**src/rtl/rv_ctrl_pkg.sv**
```systemverilog
// rv_ctrl_pkg: shared types, opcodes and mux encodings for the RV32I multicycle controller.
package rv_ctrl_pkg;
   typedef enum logic [3:0] {
      RST, FETCH, DECODE, EXEC_R, EXEC_I, MEM_ADDR, MEM_RD, MEM_WR,
      WB_ALU, WB_MEM, BRANCH, JAL, JALR, LUI, TRAP
   } state_t;
   typedef enum logic [3:0] {
      ALU_ADD, ALU_SUB, ALU_AND, ALU_OR, ALU_XOR, ALU_SLL, ALU_SRL,
      ALU_SRA, ALU_SLT, ALU_SLTU, ALU_EQ, ALU_NE, ALU_GE, ALU_GEU
   } alu_op_t;
   typedef enum logic [1:0] {CLS_R, CLS_I, CLS_BR} alu_cls_t;
   localparam logic [6:0] OP_R      = 7'b0110011;
   localparam logic [6:0] OP_IMM    = 7'b0010011;
   localparam logic [6:0] OP_LOAD   = 7'b0000011;
   localparam logic [6:0] OP_STORE  = 7'b0100011;
   localparam logic [6:0] OP_BRANCH = 7'b1100011;
   localparam logic [6:0] OP_JAL    = 7'b1101111;
   localparam logic [6:0] OP_JALR   = 7'b1100111;
   localparam logic [6:0] OP_LUI    = 7'b0110111;
   localparam logic [6:0] OP_AUIPC  = 7'b0010111;
   localparam logic [6:0] OP_FENCE  = 7'b0001111;
   localparam logic [2:0] IMM_I = 3'd0, IMM_S = 3'd1, IMM_B = 3'd2, IMM_U = 3'd3, IMM_J = 3'd4;
   localparam logic [1:0] WBS_ALUOUT = 2'd0, WBS_MDR = 2'd1, WBS_PC = 2'd2, WBS_IMM = 2'd3;
   localparam logic [1:0] PCS_ALU = 2'd0, PCS_ALUOUT = 2'd1, PCS_JALR = 2'd2;
   localparam logic [1:0] SRCA_PC = 2'd0, SRCA_RS1 = 2'd1, SRCA_OLDPC = 2'd2;
   localparam logic [1:0] SRCB_RS2 = 2'd0, SRCB_IMM = 2'd1, SRCB_4 = 2'd2;

   function automatic state_t dispatch(input logic [6:0] op);
      case (op)
         OP_R:              return EXEC_R;
         OP_IMM, OP_AUIPC:  return EXEC_I;
         OP_LOAD, OP_STORE: return MEM_ADDR;
         OP_BRANCH:         return BRANCH;
         OP_JAL:            return JAL;
         OP_JALR:           return JALR;
         OP_LUI:            return LUI;
         OP_FENCE:          return FETCH;
         default:           return TRAP;
      endcase
   endfunction
endpackage

```
**src/rtl/rv_multicycle_ctrl_alu_decode.sv**
```systemverilog
// rv_alu_decode: maps funct3/funct7b5 and the instruction class to an ALU op plus an illegal flag.
module rv_alu_decode
   import rv_ctrl_pkg::*;
(
   input  logic [2:0] funct3,
   input  logic       funct7b5,
   input  alu_cls_t   cls,
   output alu_op_t    alu_ctrl,
   output logic       bad
);
   alu_op_t arith, cmp;
   always_comb begin
      arith = ALU_AND;
      cmp   = ALU_ADD;
      case (funct3)
         3'b000: arith = (cls == CLS_R && funct7b5) ? ALU_SUB : ALU_ADD;
         3'b001: arith = ALU_SLL;
         3'b010: arith = ALU_SLT;
         3'b011: arith = ALU_SLTU;
         3'b100: arith = ALU_XOR;
         3'b101: arith = funct7b5 ? ALU_SRA : ALU_SRL;
         3'b110: arith = ALU_OR;
         default: arith = ALU_AND;
      endcase
      case (funct3)
         3'b000: cmp = ALU_EQ;
         3'b001: cmp = ALU_NE;
         3'b100: cmp = ALU_SLT;
         3'b101: cmp = ALU_GE;
         3'b110: cmp = ALU_SLTU;
         3'b111: cmp = ALU_GEU;
         default: cmp = ALU_ADD;
      endcase
      alu_ctrl = (cls == CLS_BR) ? cmp : arith;
      bad = (cls == CLS_BR) ? (funct3[2:1] == 2'b01)
          : (cls == CLS_R && funct7b5 && funct3 != 3'b000 && funct3 != 3'b101);
   end
endmodule

```
**src/rtl/rv_multicycle_ctrl.sv**
```systemverilog
// rv_multicycle_ctrl: RV32I multicycle control FSM with memory handshake,
// timeout/illegal trapping and a retired-instruction counter.
module rv_multicycle_ctrl
   import rv_ctrl_pkg::*;
#(
   parameter int CNT_W       = 32,
   parameter int MEM_TIMEOUT = 15
) (
   input  logic             CLK,
   input  logic             Reset,
   input  logic [6:0]       opcode,
   input  logic [2:0]       funct3,
   input  logic             funct7b5,
   input  logic             br_taken,
   input  logic             mem_ready,
   output logic             ir_write,
   output logic             pc_write,
   output logic [1:0]       pc_src,
   output logic             addr_sel,
   output logic             mem_req,
   output logic             mem_we,
   output logic [1:0]       alu_src_a,
   output logic [1:0]       alu_src_b,
   output logic [3:0]       alu_ctrl,
   output logic [2:0]       imm_sel,
   output logic             reg_write,
   output logic [1:0]       wb_sel,
   output logic             illegal,
   output logic             bus_err,
   output logic [CNT_W-1:0] instret
);
   localparam int TW = (MEM_TIMEOUT > 0) ? $clog2(MEM_TIMEOUT + 1) : 1;

   state_t   state_q, state_d;
   logic [TW-1:0] cnt_q;
   alu_cls_t cls;
   alu_op_t  dec_op;
   logic     dec_bad, trap_ill, tmo, retire;

   assign cls = (state_q == BRANCH) ? CLS_BR : (state_q == EXEC_R) ? CLS_R : CLS_I;

   rv_alu_decode u_dec (
      .funct3   (funct3),
      .funct7b5 (funct7b5),
      .cls      (cls),
      .alu_ctrl (dec_op),
      .bad      (dec_bad)
   );

   always_comb begin
      state_d   = state_q;
      ir_write  = 1'b0;
      pc_write  = 1'b0;
      pc_src    = PCS_ALU;
      addr_sel  = 1'b0;
      mem_req   = 1'b0;
      mem_we    = 1'b0;
      alu_src_a = SRCA_PC;
      alu_src_b = SRCB_RS2;
      alu_ctrl  = ALU_ADD;
      imm_sel   = IMM_I;
      reg_write = 1'b0;
      wb_sel    = WBS_ALUOUT;
      trap_ill  = 1'b0;
      case (state_q)
         RST: state_d = FETCH;
         FETCH: begin
            mem_req   = 1'b1;
            alu_src_b = SRCB_4;
            ir_write  = mem_ready;
            pc_write  = mem_ready;
            state_d   = mem_ready ? DECODE : FETCH;
         end
         DECODE: begin
            alu_src_a = SRCA_OLDPC;
            alu_src_b = SRCB_IMM;
            imm_sel   = (opcode == OP_BRANCH) ? IMM_B : IMM_J;
            state_d   = dispatch(opcode);
            trap_ill  = (state_d == TRAP);
         end
         EXEC_R: begin
            alu_src_a = SRCA_RS1;
            alu_ctrl  = dec_op;
            trap_ill  = dec_bad;
            state_d   = dec_bad ? TRAP : WB_ALU;
         end
         EXEC_I: begin
            // AUIPC shares this state: oldPC + U-immediate
            alu_src_a = (opcode == OP_AUIPC) ? SRCA_OLDPC : SRCA_RS1;
            alu_src_b = SRCB_IMM;
            imm_sel   = (opcode == OP_AUIPC) ? IMM_U : IMM_I;
            alu_ctrl  = (opcode == OP_AUIPC) ? ALU_ADD : dec_op;
            state_d   = WB_ALU;
         end
         WB_ALU: begin
            reg_write = 1'b1;
            state_d   = FETCH;
         end
         MEM_ADDR: begin
            alu_src_a = SRCA_RS1;
            alu_src_b = SRCB_IMM;
            imm_sel   = (opcode == OP_STORE) ? IMM_S : IMM_I;
            state_d   = (opcode == OP_STORE) ? MEM_WR : MEM_RD;
         end
         MEM_RD: begin
            mem_req  = 1'b1;
            addr_sel = 1'b1;
            state_d  = mem_ready ? WB_MEM : MEM_RD;
         end
         WB_MEM: begin
            reg_write = 1'b1;
            wb_sel    = WBS_MDR;
            state_d   = FETCH;
         end
         MEM_WR: begin
            mem_req  = 1'b1;
            mem_we   = 1'b1;
            addr_sel = 1'b1;
            state_d  = mem_ready ? FETCH : MEM_WR;
         end
         BRANCH: begin
            alu_src_a = SRCA_RS1;
            alu_ctrl  = dec_op;
            pc_write  = br_taken & ~dec_bad;
            pc_src    = PCS_ALUOUT;
            trap_ill  = dec_bad;
            state_d   = dec_bad ? TRAP : FETCH;
         end
         JAL: begin
            reg_write = 1'b1;
            wb_sel    = WBS_PC;
            pc_write  = 1'b1;
            pc_src    = PCS_ALUOUT;
            state_d   = FETCH;
         end
         JALR: begin
            alu_src_a = SRCA_RS1;
            alu_src_b = SRCB_IMM;
            pc_src    = PCS_JALR;
            pc_write  = 1'b1;
            reg_write = 1'b1;
            wb_sel    = WBS_PC;
            state_d   = FETCH;
         end
         LUI: begin
            reg_write = 1'b1;
            wb_sel    = WBS_IMM;
            imm_sel   = IMM_U;
            state_d   = FETCH;
         end
         default: state_d = TRAP;
      endcase
      // a completing access wins over an expiring timer
      tmo = (MEM_TIMEOUT != 0) && mem_req && !mem_ready && (cnt_q == TW'(MEM_TIMEOUT - 1));
      if (tmo) state_d = TRAP;
      retire = (state_d == FETCH) && (state_q != FETCH) && (state_q != RST);
   end

   always_ff @(posedge CLK or posedge Reset) begin
      if (Reset) begin
         state_q <= RST;
         cnt_q   <= '0;
         instret <= '0;
         illegal <= 1'b0;
         bus_err <= 1'b0;
      end else begin
         state_q <= state_d;
         cnt_q   <= (!mem_req || mem_ready) ? '0 : cnt_q + TW'(1);
         instret <= instret + CNT_W'(retire);
         illegal <= illegal | trap_ill;
         bus_err <= bus_err | tmo;
      end
   end
endmodule

```
**config.mk**
```make
export PLATFORM = sky130hd
export DESIGN_NAME = rv_multicycle_ctrl
export DESIGN_NICKNAME = d
export VERILOG_FILES = /design/src/rtl/rv_ctrl_pkg.sv /design/src/rtl/rv_multicycle_ctrl_alu_decode.sv /design/src/rtl/rv_multicycle_ctrl.sv
export SDC_FILE = /design/constraint.sdc
export NUM_CORES = 1
export LEC_CHECK = 0
export ABC_CLOCK_PERIOD_IN_PS = 3250
export CAP_MARGIN = 10
export CORE_UTILIZATION = 50
export CTS_BUF_LIST = sky130_fd_sc_hd__clkbuf_4
export CTS_CLUSTER_SIZE = 30
export DETAILED_ROUTE_END_ITERATION = 8
export GPL_TIMING_DRIVEN = 0
export HOLD_SLACK_MARGIN = 0.08
export PLACE_DENSITY_LB_ADDON = 0.3
export SLEW_MARGIN = 20
export SYNTH_ARGS = -nofsm -noshare
export SYNTH_HDL_FRONTEND = slang
export SYNTH_SLANG_ARGS = --single-unit
```
**constraint.sdc**
```tcl
create_clock -name CLK -period 3.25 [get_ports CLK]
set_input_delay 0.325 -clock CLK [delete_from_list [all_inputs] [get_ports CLK]]
set_output_delay 0.325 -clock CLK [all_outputs]
set_load 0.1 [all_outputs]
```
Yosys cells after proc, flatten, opt, wreduce, memory -nomap -nowiden:

Index checks and enable logic that the tools add are counted.
Widths: inputs -> output; s select.

* flip-flop bits (word level): 42
* bits in latches: 0
* bits in writable memories: 0
* ROM bits: 0
* input bits: 15
* memories: 0

* add/sub/neg operators: 2
* multipliers: 0
* divide/modulo/power cells: 0
* magnitude comparators: 0
* equal/unequal tests: 37
* shifts and indexed selects: 0
* multiplexer cells: 37
* bitwise logic cells: 4
* reduce and logical (&&, ||, !) cells: 26

Operators by type and width (count)
* $pmux 4 s9: 1
* $add 32x1->32: 1
* $eq 4x4->1 const B: 8
* $pmux 4 s8: 1
* $mux 4: 7
* $pmux 4 s7: 1
* $pmux 4 s6: 1
* $eq 7x6->1 const B: 3
* $eq 7x7->1 const B: 3
* $eq 4x3->1 const B: 4
* $eq 7x5->1 const B: 2
* $eq 3x3->1 const B: 4
* $pmux 2 s3: 2
* $pmux 3 s4: 1
* $reduce_or 2->1: 6
* $mux 1: 11
* $mux 3: 3
* $eq 4x1->1 const B: 2
* $eq 4x2->1 const B: 2
* $mux 2: 4
* $pmux 2 s2: 2
* $pmux 4 s2: 1
* $reduce_or 4->1: 2
* $eq 7x2->1 const B: 1
* 24 further kinds: 33

Longest topological paths before layout:

Gate-level depths: netlist (run 1).

* depth after elaboration: 15
* depth in mapped cells: 14

By module:

A second synthesis (run 1) with hierarchy kept.

* cells, all modules: 284
* area, all modules: 2588.7 sq um

By module, submodules not included
* rv_multicycle_ctrl: instances 1, cells each 259, area each 2428.6 sq um, sequential area each 1051.0 sq um
* rv_alu_decode: instances 1, cells each 25, area each 160.2 sq um, sequential area each 0.0 sq um

Worst setup path after synthesis (run 1):

OpenSTA, ideal clock, no wires.

* path kind: flip-flop to output port
* start point: register state_q[0]
* end point: output ir_write
* arrival time: 4.897 ns
* slack: -1.972 ns
* cell stages (with the launch flop): 4
* buffers on the path: 1
* cells stage by stage: dfrtp_1 > clkbuf_1 > nor4b_1 > and2_1

* longest elaborated chain between the ends: 2

RTL lines
* from (decl): RTL line rv_multicycle_ctrl.sv:34 `state_t state_q, state_d;`
* from (signal assigned): RTL line rv_multicycle_ctrl.sv:167 `state_q <= state_d;`
* $eq 4x1->1: RTL line rv_multicycle_ctrl.sv:65 `case (state_q)`
* $mux 1: RTL line rv_multicycle_ctrl.sv:65
* to (decl): RTL line rv_multicycle_ctrl.sv:16 `output logic ir_write,`

Every way passes these cells.

Final worst setup path (run 1):

* start point: input opcode[2]
* end point: register instret[18]

* longest elaborated chain between the ends: 10
* elaborated cells on any way between the ends: 21
* those cells by class: add/sub (1); eq/ne (11); mux (5); reduce/logical (4)

RTL lines
* from (decl): RTL line rv_multicycle_ctrl.sv:11 `input logic [6:0] opcode,`
* $eq 7x6->1 (tied with other cells): RTL line rv_ctrl_pkg.sv:29 `case (op)`
* $reduce_or 2->1: RTL line rv_ctrl_pkg.sv:29
* $pmux 4 s8 *: RTL line rv_ctrl_pkg.sv:29
* $mux 4 *: RTL line rv_multicycle_ctrl.sv:65
* $pmux 4 s9 *: RTL line rv_multicycle_ctrl.sv:65
* $mux 4 *: RTL line rv_multicycle_ctrl.sv:155 `if (tmo) state_d = TRAP;`
* named net state_d[3]: RTL line rv_multicycle_ctrl.sv:34
* $eq 4x1->1 *: RTL line rv_multicycle_ctrl.sv:156 `retire = (state_d == FETCH) && (state_q != FETCH) && (state_q != RST);`
* $logic_and 1x1->1 * (2 in a row): RTL line rv_multicycle_ctrl.sv:156
* $add 32x1->32 *: RTL line rv_multicycle_ctrl.sv:169 `instret <= instret + CNT_W'(retire);`
* to (signal assigned): RTL line rv_multicycle_ctrl.sv:169
* to (decl): RTL line rv_multicycle_ctrl.sv:30 `output logic [CNT_W-1:0] instret`

The timed path passes the listed nets; every way through them passes the cells marked *. The select of a mux whose other input is x is not followed.

==> results of run 1 <==
## timing repair
action	CTS	global route
cloned	0	0
endpoints found under the setup margin	9	26
gates resized for setup	6	21
setup buffers	2	4
hold endpoints to repair	0	0
pin swaps	1	3
## cell usage after synthesis (2+ instances only)
library cell | instances | area (um2)
xnor2_1 | 22 | 193
o21ai_0 | 9 | 45.0
nor3_1 | 5 | 25.0
o21bai_1 | 3 | 22.5
dfrtp_1 | 42 | 1050
a211oi_1 | 2 | 15.0
o22ai_1 | 3 | 18.8
nor3_2 | 2 | 20.0
nor2b_1 | 5 | 31.3
nand2_1 | 19 | 71.3
nor4_1 | 2 | 12.5
nor3b_1 | 2 | 15.0
nand3_1 | 21 | 105
and2_1 | 6 | 37.5
nor4bb_1 | 2 | 20.0
a21oi_1 | 14 | 70.1
and3_1 | 3 | 18.8
nor2_1 | 34 | 128
o21a_1 | 2 | 15.0
nand4_1 | 8 | 50.1
nand3b_1 | 2 | 15.0
a31oi_1 | 4 | 25.0
ha_1 | 4 | 50.1
buf_4 | 2 | 15.0
xor2_1 | 13 | 114
nand2b_1 | 6 | 37.5
buf_2 | 3 | 15.0
clkbuf_1 | 11 | 41.3
inv_1 | 10 | 37.5
and4_1 | 4 | 35.0
a211o_1 | 4 | 35.0
nor4_4 | 2 | 42.5
## area by class of cell
cell class	count	share of cell area
Multi-Input combinational cell	224	0.430
Sequential cell	42	0.297
Timing Repair Buffer	72	0.199
Tap cell	70	0.0247
Buffer	17	0.0237
Clock buffer	6	0.0127
Inverter	10	0.0106
Clock inverter	2	0.00247
## placed cells by master (no fill, tap or decap), drive strengths merged, types with 7 or more instances in the layout
| master | n |
|---|---|
| clkdlybuf4s50 | 54 |
| dfrtp | 42 |
| nor2 | 35 |
| xnor2 | 22 |
| nand3 | 22 |
| clkbuf | 21 |
| nand2 | 20 |
| a21oi | 14 |
| xor2 | 13 |
| buf | 13 |
| inv | 10 |
| o21ai | 10 |
| nand4 | 10 |
| nor3 | 7 |
## metrics by stage
| step | total power, mW | std cells |
|---|---|---|
| global placement | 0.608 | 428 |
| floorplan | 0.583 | 293 |
| finish | 0.858 | 443 |
| CTS | 0.863 | 439 |
| detailed placement | 0.613 | 429 |
| global route | 0.890 | 443 |
## flip-flops by register name (all words and copies together), names as in the netlist
name     flops
instret     32
cnt_q        4
illegal      1
state_q      4
bus_err      1
## final timing paths
check / slack [ns] / startpoint / cells after the start / endpoint
setup / recovery: 0.09 / opcode[2] / 14 / instret[18]
min in group CLK: 0.44 / opcode[5] / 3 / state_q[1]
hold / removal: 0.20 / Reset / 2 / cnt_q[2]
max in group asynchronous: 2.61 / Reset / 3 / instret[3]
hold reg to reg: 0.49 / instret[31] / 1 / instret[31]
setup reg to reg: 0.14 / state_q[3] / 14 / instret[18]
## cells by family after synthesis
kind of cell | after synthesis
AO/OA/AOI/OAI | 48
buffers and inverters | 27
flip-flops | 42
adder cells (fa/ha/maj) | 4
AND/OR/NAND/NOR | 136
XOR/XNOR | 35
multiplexers | 1
## worst max-delay path, stage by stage
cell	delay [ns]
clkdlybuf4s50_1	0.58
nor2b_4	0.22
nand3_1	0.09
a211o_1	0.32
a211o_1	0.33
nor3_2	0.20
ha_2	0.22
ha_2	0.21
nand2_2	0.10
nor4_4	0.27
buf_4	0.19
buf_4	0.12
nand3_1	0.09
xnor2_1	0.14
## routing by layer
metal | vias to the layer above | wire (um) | part of all wire
met1 | 1151 | 2800 | 0.45
met5 | - | 0 | 0
li1 | 1178 | - | -
met4 | 0 | 75 | 0.012
met2 | 64 | 2990 | 0.48
met3 | 7 | 324 | 0.052
## power breakdown
| group | leakage [nW] | internal, mW | total, mW | switching (mW) |
|---|---|---|---|---|
| Clock | 0.0331 | 0.0899 | 0.255 | 0.165 |
| Sequential | 0.554 | 0.523 | 0.524 | 0.000631 |
| Combinational | 1.05 | 0.0308 | 0.0795 | 0.0487 |
==> results by group, run 1 <==
Yosys
  – Syn Area/Cell: 8.99 um2
  – Post-synthesis net count: 312
  – Synth Area in Simple Gates: 0.300
  – Post-synthesis mux area share: 0.00380
  – Post-synthesis xor/xnor area fraction: 0.116
  – Count of mapped cells out of synthesis: 293
  – Synth warn: 0
  – Adder and majority gate portion of the synthesized area: 0.0190
  – Ys flop type: dfrtp_1
  – Post-Syn Area: 0.00263 mm2
  – Asr flop ratio synth: 1.00
  – Sequential area share after synthesis: 0.399
  – Largest family of logic cells by synthesized area: simple AND/OR/NAND/NOR gates
  – Compound-Gate Fraction of Synth Area: 0.116
  – Post-synth EDFFs: 0
  – Synth Register Bits: 42
  – Synth unique cells: 54

STA
  – Post-Route Skew: 0.00819 ns
  – # setup viols final: 0
  – Tcrit/Tclk final: 0.973
  – Max-slew headroom: 0.330
  – Hold_ws: 0.205 ns
  – Setup TNS: 0 ns
  – Min cycle time layout: 3.16 ns
  – FMAX: 316 MHz
  – Fin. Hold Viols: 0
  – Final-report max-slew violation count: 0
  – Worst-margin pin slew: 1.00 ns
  – Unrepaired setup endpoints after global routing: true
  – Setup WS post-layout: 0.0870 ns

Worst setup path
  – Critical path class: input pin to flop
  – CP arrival: 3.41 ns
  – CP Capture Type: flop
  – Worst-path fanout max: 7
  – Crit start category: input pin
  – Worst Path Required: 3.49 ns

Floorplan
  – IO Count: 70
  – Die Width: 74.6 um
  – # rows: 26
  – Die area: 0.00556 mm2
  – Initial core utilization: 0.519
  – Die H: 74.6 um
  – Core area: 0.00507 mm2

Cells and area
  – Area occupied by multi-input gates: 0.00152 mm2
  – Fin area: 0.00354 mm2
  – Fin nets: 391
  – Fillers: 419
  – Layout area overhead: 34.4%
  – Register area: 0.00105 mm2
  – Final design utilization: 0.698
  – Diode count: 0
  – Share of cells above drive strength 1: 0.139

Global route
  – Initial antenna violation count: 0
  – Global route hottest layer: met2
  – M1 GR Usage: 0.299
  – Largest net degree at the start of global routing: 33
  – First-pass GRT wire length: 9.98 mm
  – Met3 Track Usage GR: 0.0488
  – GR Util met2: 0.395
  – GRT Total Usage: 0.233
  – Grt total ovfl: 0
  – Vias in the first global route: 2154

Clocking
  – Deepest clock path buffer count: 2
  – Reg clk slew, reported paths: 0.12 ns
  – # clock sinks: 42
  – Worst-Skew Late Latency: 0.35 ns
  – Post-CTS Hold Buffers: 0
  – CTS buffer count: 5
  – Root buffer cell: clkbuf_4
  – CTS tree: yes
  – CTS H-Tree Depth: 2

Drt
  – Starting DRC count in detailed routing: 109
  – Post-route antenna net violation count: 0
  – Wirelength per Cell: 14.0 um
  – Final WL: 6.19 mm
  – Drt drc: 0
  – Via count: 2400
  – Via density per instance: 5.42
  – Drt first pass iters: 4

Min path
  – Worst hold-check path type: input pin to async pin

Pwr
  – Leak Pwr: 1.64 nW
  – Worst vdd ir: 0.303 mV
  – Power per cell area: 242 mW/mm2

Place
  – Port Buffer Count: 65
  – Placed Instance Area: 0.00343 mm2
  – Post-place setup slack: -0.422 ns
  – DPL Wire Length: 4.51 mm
  – Gpl congestion: 0.895

Status
  – Status: complete, no violations

Run
  – Number of max-cap violations: 0
Power figures use the tool's default switching activity.
==> inputs of run 2 (changes only) <==
--- a/config.mk
+++ b/config.mk
@@ -14,6 +14,7 @@
 export GPL_TIMING_DRIVEN = 0
 export HOLD_SLACK_MARGIN = 0.08
 export PLACE_DENSITY_LB_ADDON = 0.3
+export RECOVER_POWER = 100
 export SLEW_MARGIN = 20
 export SYNTH_ARGS = -nofsm -noshare
 export SYNTH_HDL_FRONTEND = slang
==> run 2 against run 1 <==
  * The flow now finishes with violations (max-capacitance violations, max-slew violations)
  * Register-to-register slack about the same
  * First-iteration DRC count grew 8.3%
  * Maximum frequency barely moved
  * Critical path depth unchanged
  * Clock skew about the same
  * Final area fell by 0.49%
  * Combinational power is 4.4% lower
  * Sequential power about the same
  * Via count is 0.17% higher
  * Clock power hardly changed
  * Routed wire length shrank 0.24%
  * Critical path type unchanged
  * Highest routed layer unchanged
==> results by group, run 2 (synthesis gave the netlist of run 1 again) <==
STA
  – Worst-margin pin slew: 1.63 ns
  – # setup viols final: 0
  – Min cycle time layout: 3.17 ns
  – Setup TNS: 0 ns
  – Max-slew headroom: -0.0877
  – Tcrit/Tclk final: 0.974
  – Final-report max-slew violation count: 33
  – Unrepaired setup endpoints after global routing: true
  – FMAX: 316 MHz
  – Hold_ws: 0.379 ns
  – Fin. Hold Viols: 0
  – Setup WS post-layout: 0.0843 ns
  – Post-Route Skew: 0.00823 ns

Place
  – Gpl congestion: 0.895
  – DPL Wire Length: 4.51 mm
  – Port Buffer Count: 65
  – Post-place setup slack: -0.422 ns

Worst setup path
  – Critical path's slowest cell: clkdlybuf4s50_1
  – Max stage delay on crit path: 0.58 ns
  – CP Capture Type: flop
  – CP arrival: 3.41 ns
  – CP bufs+invs: 3
  – Worst-path fanout max: 7
  – Critical-path cell list: clkdlybuf4s50_1 > nor2b_4 > nand3_1 > a211o_1 > a211o_1 > nor3_2 > ha_2 > ha_2 > nand2_2 > nor4_4 > buf_4 > buf_4 > nand3_1 > xnor2_1
  – CP delay by family, top: simple AND/OR/NAND/NOR gates
  – Crit start category: input pin
  – Worst Path Required: 3.49 ns
  – Critical path class: input pin to flop

Clocking
  – # clock sinks: 42
  – CTS H-Tree Depth: 2
  – Root buffer cell: clkbuf_4
  – Deepest clock path buffer count: 2
  – Reg clk slew, reported paths: 0.12 ns
  – CTS tree: yes
  – CTS buffer count: 5
  – Worst-Skew Late Latency: 0.35 ns

Status
  – Failing checks: max-capacitance violations, max-slew violations
  – Status: finished, violations left

Global route
  – Initial antenna violation count: 0
  – First-pass GRT wire length: 9.98 mm
  – Vias in the first global route: 2154
  – Grt total ovfl: 0
  – Largest net degree at the start of global routing: 33
  – GRT Total Usage: 0.233

Cells and area
  – Share of cells above drive strength 1: 0.131
  – Final design utilization: 0.694
  – Fin nets: 391
  – Max reg flops: 32
  – Most frequent cells in the layout: 42 x dfrtp_1, 29 x nor2_1, 28 x clkdlybuf4s50_1
  – Area occupied by multi-input gates: 0.00152 mm2
  – Largest reg by FF count: instret
  – Largest registers: instret (32), cnt_q (4), state_q (4)
  – Most common cell after layout, fill and taps aside: dfrtp_1
  – Fillers: 423
  – Layout area overhead: 33.8%
  – Diode count: 0
  – Register area: 0.00105 mm2

Drt
  – Via density per instance: 5.43
  – Drt drc: 0
  – Via count: 2404
  – Final WL: 6.18 mm
  – Drt first pass iters: 4
  – Post-route antenna net violation count: 0
  – Wirelength per Cell: 13.9 um
  – Starting DRC count in detailed routing: 118

Floorplan
  – IO Count: 70
  – Die H: 74.6 um
  – # rows: 26
  – Core area: 0.00507 mm2
  – Die area: 0.00556 mm2
  – Die Width: 74.6 um
  – Initial core utilization: 0.519

Pwr
  – Total power: 0.855 mW
  – Clock power frac: 0.298
  – Switching pwr: 0.214 mW
  – Logic pwr share: 0.089
  – Worst vdd ir: 0.303 mV
  – Leak Pwr: 1.70 nW
  – Sequential share of power: 0.613
  – Internal power: 0.641 mW
  – Power per cell area: 243 mW/mm2
  – Sw Share: 0.250

Min path
  – Worst hold-check path type: input pin to async pin

Run
  – Number of max-cap violations: 1
[run 2: cell types whose count changed in the layout (fill, tap and decap cells not counted), sizes merged]
cell and delta:
clkbuf +2, buf -2, dlygate4sd3 +26, clkdlybuf4s50 -26
[run 2: worst register-to-register path, cell delays in order (launching register included)]
cell and delay (ns):
dfrtp_1 0.40, buf_6 0.14, or4b_1 0.55, nor2_2 0.15, a21boi_2 0.17, nor4_1 0.07
nor3_2 0.17, ha_2 0.22, ha_2 0.21, nand2_2 0.10, nor4_4 0.27, buf_4 0.19
buf_4 0.12, nand3_1 0.09, xnor2_1 0.14
[run 2: what timing repair did]
item | in CTS | in global routing
hold buffers | 0 | 0
cloned | 0 | 0
pin swaps | 1 | 3
setup buffers | 2 | 4
setup endpoints to repair | 9 | 26
gates resized for setup | 6 | 21
[run 2: area by class of cell]
type	count	share of cell area
buffer	17	0.0234
tap	70	0.0249
clock buffer	6	0.0128
timing repair buffer	72	0.196
inverter	10	0.0107
sequential	42	0.298
clock inverter	2	0.00249
multi-input combinational	224	0.432
[run 2: power by group through the flow]
stage / logic, mW / clock network, mW / registers, mW
CTS: 0.0789 / 0.260 / 0.524
detailed placement: 0.0785 / 0 / 0.534
global placement: 0.0739 / 0 / 0.534
finish: 0.0760 / 0.255 / 0.524
floorplan: 0.0408 / 0 / 0.542
global route: 0.0840 / 0.278 / 0.524
[run 2: worst paths after layout]
check                                  from          end  slack [ns]  cells past startpoint
worst min-delay path                  Reset     cnt_q[2]        0.38                      2
max in group asynchronous             Reset   instret[3]        1.03                      3
min in group CLK                  opcode[5]   state_q[1]        0.44                      3
worst max-delay path              opcode[2]  instret[18]        0.08                     14
worst min register to register  instret[31]  instret[31]        0.48                      1
worst max register to register   state_q[3]  instret[18]        0.14                     14
[run 2: metrics by stage]
stage | instances | cell area (um2)
2_1_floorplan | 293 | 2670
3_3_place_gp | 428 | 3410
3_5_place_dp | 429 | 3430
4_1_cts | 439 | 3490
5_1_grt | 443 | 3520
6_report | 443 | 3520
[run 2: per-layer routing]
metal | vias up | GRT usage | wire (um)
met5 | - | 0 | 0
met3 | 5 | 0.0488 | 335
met4 | 0 | 0.0671 | 67
li1 | 1178 | - | -
met2 | 65 | 0.395 | 3000
met1 | 1156 | 0.299 | 2770
